==> src/rtl/fifo_sync_param.sv <==
// Parametrised single-clock FIFO with programmable almost-full/almost-empty levels,
// normal or show-ahead read mode, and sticky overflow/underflow error flags.
module fifo_sync_param #(
  parameter int unsigned DATA_W     = 8,
  parameter int unsigned ADDR_W     = 8,
  parameter int unsigned AF_LVL     = (2 ** ADDR_W) - 4,
  parameter int unsigned AE_LVL     = 4,
  parameter bit          SHOW_AHEAD = 1'b0
) (
  input  logic              clk,
  input  logic              rst_n,
  input  logic              wr_en,
  input  logic [DATA_W-1:0] wr_data,
  input  logic              rd_en,
  output logic [DATA_W-1:0] rd_data,
  output logic              rd_valid,
  output logic              full,
  output logic              empty,
  output logic              almost_full,
  output logic              almost_empty,
  output logic [ADDR_W:0]   usedw,
  output logic              overflow,
  output logic              underflow,
  input  logic              clr_err
);

  localparam int unsigned DEPTH = 2 ** ADDR_W;
  localparam int unsigned CNT_W = ADDR_W + 1;

  logic [DATA_W-1:0] mem [DEPTH];
  logic [ADDR_W-1:0] wr_ptr;
  logic [ADDR_W-1:0] rd_ptr;
  logic              wa;
  logic              ra;
  logic [CNT_W-1:0]  usedw_nxt;

  // Accept decisions use registered flags only, so full/empty arbitrate simultaneous access.
  always_comb begin
    wa        = wr_en & ~full;
    ra        = rd_en & ~empty;
    usedw_nxt = usedw + CNT_W'(wa) - CNT_W'(ra);
  end

  // Pointers, occupancy, level flags and sticky error flags.
  always_ff @(posedge clk) begin
    if (!rst_n) begin
      wr_ptr       <= '0;
      rd_ptr       <= '0;
      usedw        <= '0;
      full         <= 1'b0;
      empty        <= 1'b1;
      almost_full  <= 1'b0;
      almost_empty <= 1'b1;
      overflow     <= 1'b0;
      underflow    <= 1'b0;
    end else begin
      if (wa) wr_ptr <= wr_ptr + ADDR_W'(1);
      if (ra) rd_ptr <= rd_ptr + ADDR_W'(1);
      usedw        <= usedw_nxt;
      full         <= (usedw_nxt == CNT_W'(DEPTH));
      empty        <= (usedw_nxt == '0);
      almost_full  <= (usedw_nxt >= CNT_W'(AF_LVL));
      almost_empty <= (usedw_nxt <= CNT_W'(AE_LVL));
      overflow     <= (wr_en & full)  | (overflow  & ~clr_err);
      underflow    <= (rd_en & empty) | (underflow & ~clr_err);
    end
  end

  // Storage is deliberately left out of reset.
  always_ff @(posedge clk) begin
    if (wa) mem[wr_ptr] <= wr_data;
  end

  generate
    if (SHOW_AHEAD) begin : g_show_ahead
      // Head word is presented continuously; rd_en acknowledges it.
      assign rd_data  = mem[rd_ptr];
      assign rd_valid = ~empty;
    end else begin : g_normal
      logic [DATA_W-1:0] rd_data_q;
      logic              rd_valid_q;

      always_ff @(posedge clk) begin
        if (!rst_n) begin
          rd_data_q  <= '0;
          rd_valid_q <= 1'b0;
        end else begin
          rd_valid_q <= ra;
          if (ra) rd_data_q <= mem[rd_ptr];
        end
      end

      assign rd_data  = rd_data_q;
      assign rd_valid = rd_valid_q;
    end
  endgenerate

endmodule
==> config.mk <==
export PLATFORM = sky130hd
export DESIGN_NAME = fifo_sync_param
export DESIGN_NICKNAME = d
export VERILOG_FILES = /design/src/rtl/fifo_sync_param.sv
export SDC_FILE = /design/constraint.sdc
export NUM_CORES = 2
export LEC_CHECK = 0
export CORE_ASPECT_RATIO = 1.25
export CORE_UTILIZATION = 60
export CTS_BUF_LIST = sky130_fd_sc_hd__clkbuf_2 sky130_fd_sc_hd__clkbuf_4 sky130_fd_sc_hd__clkbuf_8
export CTS_CLUSTER_SIZE = 40
export DETAILED_ROUTE_END_ITERATION = 10
export PLACE_DENSITY = 0.76
export SKIP_CTS_REPAIR_TIMING = 1
export SYNTH_ARGS = -nofsm -noshare
export SYNTH_HDL_FRONTEND = slang
export SYNTH_SLANG_ARGS = --single-unit
export TNS_END_PERCENT = 30
==> constraint.sdc <==
create_clock -name clk -period 4.2 [get_ports clk]
set_clock_uncertainty 0.1 [all_clocks]
set_input_delay 0.84 -clock clk [delete_from_list [all_inputs] [get_ports clk]]
set_output_delay 0.84 -clock clk [all_outputs]
set_load 0.01 [all_outputs]
==> impl_metrics.ini <==
[outcome]
status = complete, but fails checks
violations = DRC

[critical_path]
cpPeakStageDelay_ns = 0.68
path_max_fanout = 38
cp_cell_sequence = buf_12, buf_4, mux4_2, a22o_1, a221oi_1, a221oi_1, buf_4, o31ai_1, a21oi_1, a221o_1
reg2reg_slack_ns = 0.51
cp_top_family = compound AO/OA/AOI/OAI gates
slowest_stage = dfxtp_4
endpoint_kind = flip-flop
critPathKind = reg2reg
cp_data_required_time_ns = 5.02
startpoint_type = flip-flop
critPathBufInv = 3
worst_ep_arrival_time_ns = 4.51

[sta]
setup-tns-final_ns = 0
rsz0062_at_grt = false
fmax_mhz = 271
tightestPinTransition_ns = 1.06
final.period_utilization = 0.878
slew_viol_final = 0
timing.final.hold_violations = 0
fin_crit_ns = 3.69
setup_viol_count_final = 0
slew_headroom = 0.293
fin_hold_ws_ns = 0.260

[power]
max-vdd-ir-drop_mv = 0.441
p_sw_w = 0.0111
comb_power_share = 0.147
seq_power_share = 0.508
power_leakage_nw = 28.7
clkPwrFrac = 0.345
p_per_area_mw_per_mm2 = 497
switching_share = 0.244
intPower_w = 0.0343

[floorplan]
row_count = 150
fp.dieH_um = 414
pin_count = 37
initial_utilization = 0.607
die_w_um = 331
coreArea_sq_mm = 0.134
die-area_sq_mm = 0.137

[placed_design]
gp_congestion = 0.976
post-dp-hpwl_um = 133000
portBuffers = 36
place_inst = 5827

[clock_tree]
cts-root-buf = clkbuf_8
cts_tree = built
clk_path_buf_depth = 4
cts_buffers = 312
clkTransAtPathRegs_ns = 0.07
cts_sinks = 2088
htreeDepth = 5
clkLatencyLatePin_ns = 1.05

[drt]
via_per_inst = 6.68
routed-via-count = 42555
wirelength_um = 210000
final_antenna_net_count = 0
drt-initial-drc-count = 5887
drc_errors = 1
drtPass1Iterations = 11
wl_per_cell_um = 33.0

[cells_and_area]
nNetsFinal = 4421
final_cell_mix = edfxtp_1 (2048), mux4_2 (465), clkbuf_8 (330), buf_4 (319), nor2_1 (289)
drive_gt1_frac = 0.286
multiInputGateArea_sq_mm = 0.0177
final_cell_count_no_fill = 6371
areaGrowthSynthToFinish_pct = 12.3
fin_util = 0.681
fillers = 7952
regArea_sq_mm = 0.0623
final_common_cell = edfxtp_1

[logic_synthesis]
ys_seq_area_frac = 0.765
synth_flop_cell = edfxtp_1
synth_edf_count = 2048
yosys_warnings = 0
synth.distinct_cells = 69
ys_ff_latch = 2088
syn-instance-count = 3931
synth-async-reset-ratio = 0
syn_area_sq_mm = 0.0814
syn_area_per_cell_sq_um = 20.7
syn_nets = 3959

[flow_run]
maxCapViolations = 0

[global_routing]
grt.total_usage = 0.311
antenna_found_initial = 3
grt_max_degree = 129
grt_pass1_vias = 42622
grt_overflow_total = 0
grt_pass1_wl_um = 299000

[worst_hold_path]
hold_class = in2reg
-- layer usage --
metal  track usage  vias to the layer above  wire length, um
li1              -                    17262                -
met1         0.396                    21814            72100
met2         0.489                     2891           101000
met3        0.0877                      586            25000
met4         0.169                        2            12400
met5             0                        -               14
-- synthesized netlist by cell type (all sizes together), types with 14 or more instances --
cell type | n | area share
o21ai | 47 | 0.0029
a22oi | 69 | 0.0064
a221oi | 31 | 0.0033
ha | 14 | 0.0022
a21oi | 67 | 0.0041
clkbuf | 92 | 0.0043
edfxtp | 2048 | 0.76
mux4 | 465 | 0.13
a211oi | 19 | 0.0018
inv | 17 | 0.00078
nor2b | 19 | 0.0015
buf | 142 | 0.013
o22ai | 39 | 0.0030
dfxtp | 40 | 0.0098
nand2 | 92 | 0.0043
nand3 | 44 | 0.0028
a22o | 16 | 0.0017
nor2 | 293 | 0.014
mux2i | 188 | 0.023
and2 | 21 | 0.0016
-- power by group through the flow --
stage / Combinational (W) / Clock (W) / Sequential (W)
4_1_cts: 0.00666 / 0.0158 / 0.0231
6_report: 0.00667 / 0.0157 / 0.0231
3_3_place_gp: 0.00659 / 0 / 0.0235
5_1_grt: 0.00697 / 0.0166 / 0.0231
2_1_floorplan: 0.00457 / 0 / 0.0235
3_5_place_dp: 0.00664 / 0 / 0.0235
-- worst paths after layout --
path                                              from                       to  depth (start not counted)
worst min-delay path                        wr_data[6]    mem[110][6]$_DFFE_PP_                          1
worst min register to register  wr_ptr[1]$_SDFFE_PN0P_   wr_ptr[1]$_SDFFE_PN0P_                          2
worst max-delay path            rd_ptr[1]$_SDFFE_PN0P_  rd_data[7]$_SDFFE_PN0P_                         10
worst max register to register  rd_ptr[1]$_SDFFE_PN0P_  rd_data[7]$_SDFFE_PN0P_                         10
-- sequential cells by signal, summed over array words and instances (netlist names) --
| name | count |
|---|---|
| empty | 1 |
| almost_empty | 1 |
| overflow | 1 |
| rd_ptr | 8 |
| rd_data | 8 |
| almost_full | 1 |
| wr_ptr | 8 |
| rd_valid | 1 |
| usedw | 9 |
| underflow | 1 |
| mem | 2048 |
| full | 1 |
-- layout make-up --
| cell class | count | share of cell area |
|---|---|---|
| clock buffer | 427 | 0.0571 |
| sequential | 2088 | 0.682 |
| tap | 1748 | 0.0239 |
| clock inverter | 112 | 0.00645 |
| multi-input combinational | 1590 | 0.193 |
| inverter | 19 | 0.000821 |
| timing repair buffer | 382 | 0.0364 |
| antenna | 5 | 0.000137 |
-- logic make-up after synthesis --
family / Yosys count / share of synthesized area
AO/OA/AOI/OAI: 371 / 0.0316
flip-flops: 2088 / 0.765
adder cells (fa/ha/maj): 15 / 0.00240
XOR/XNOR: 16 / 0.00172
multiplexers: 662 / 0.153
AND/OR/NAND/NOR: 526 / 0.0279
buffers and inverters: 253 / 0.0181
-- per-stage QoR --
stage | power [W] | instance area [sq um] | setup WS [ns]
after CTS | 0.0456 | 91400 | 0.618
after global routing | 0.0467 | 91400 | 0.437
after floorplan | 0.0281 | 81400 | 0.239
after global placement | 0.0301 | 85600 | -0.216
final | 0.0454 | 91400 | 0.514
after detailed placement | 0.0302 | 85600 | -0.136
Note: power is estimated with default switching activity, not from simulation.
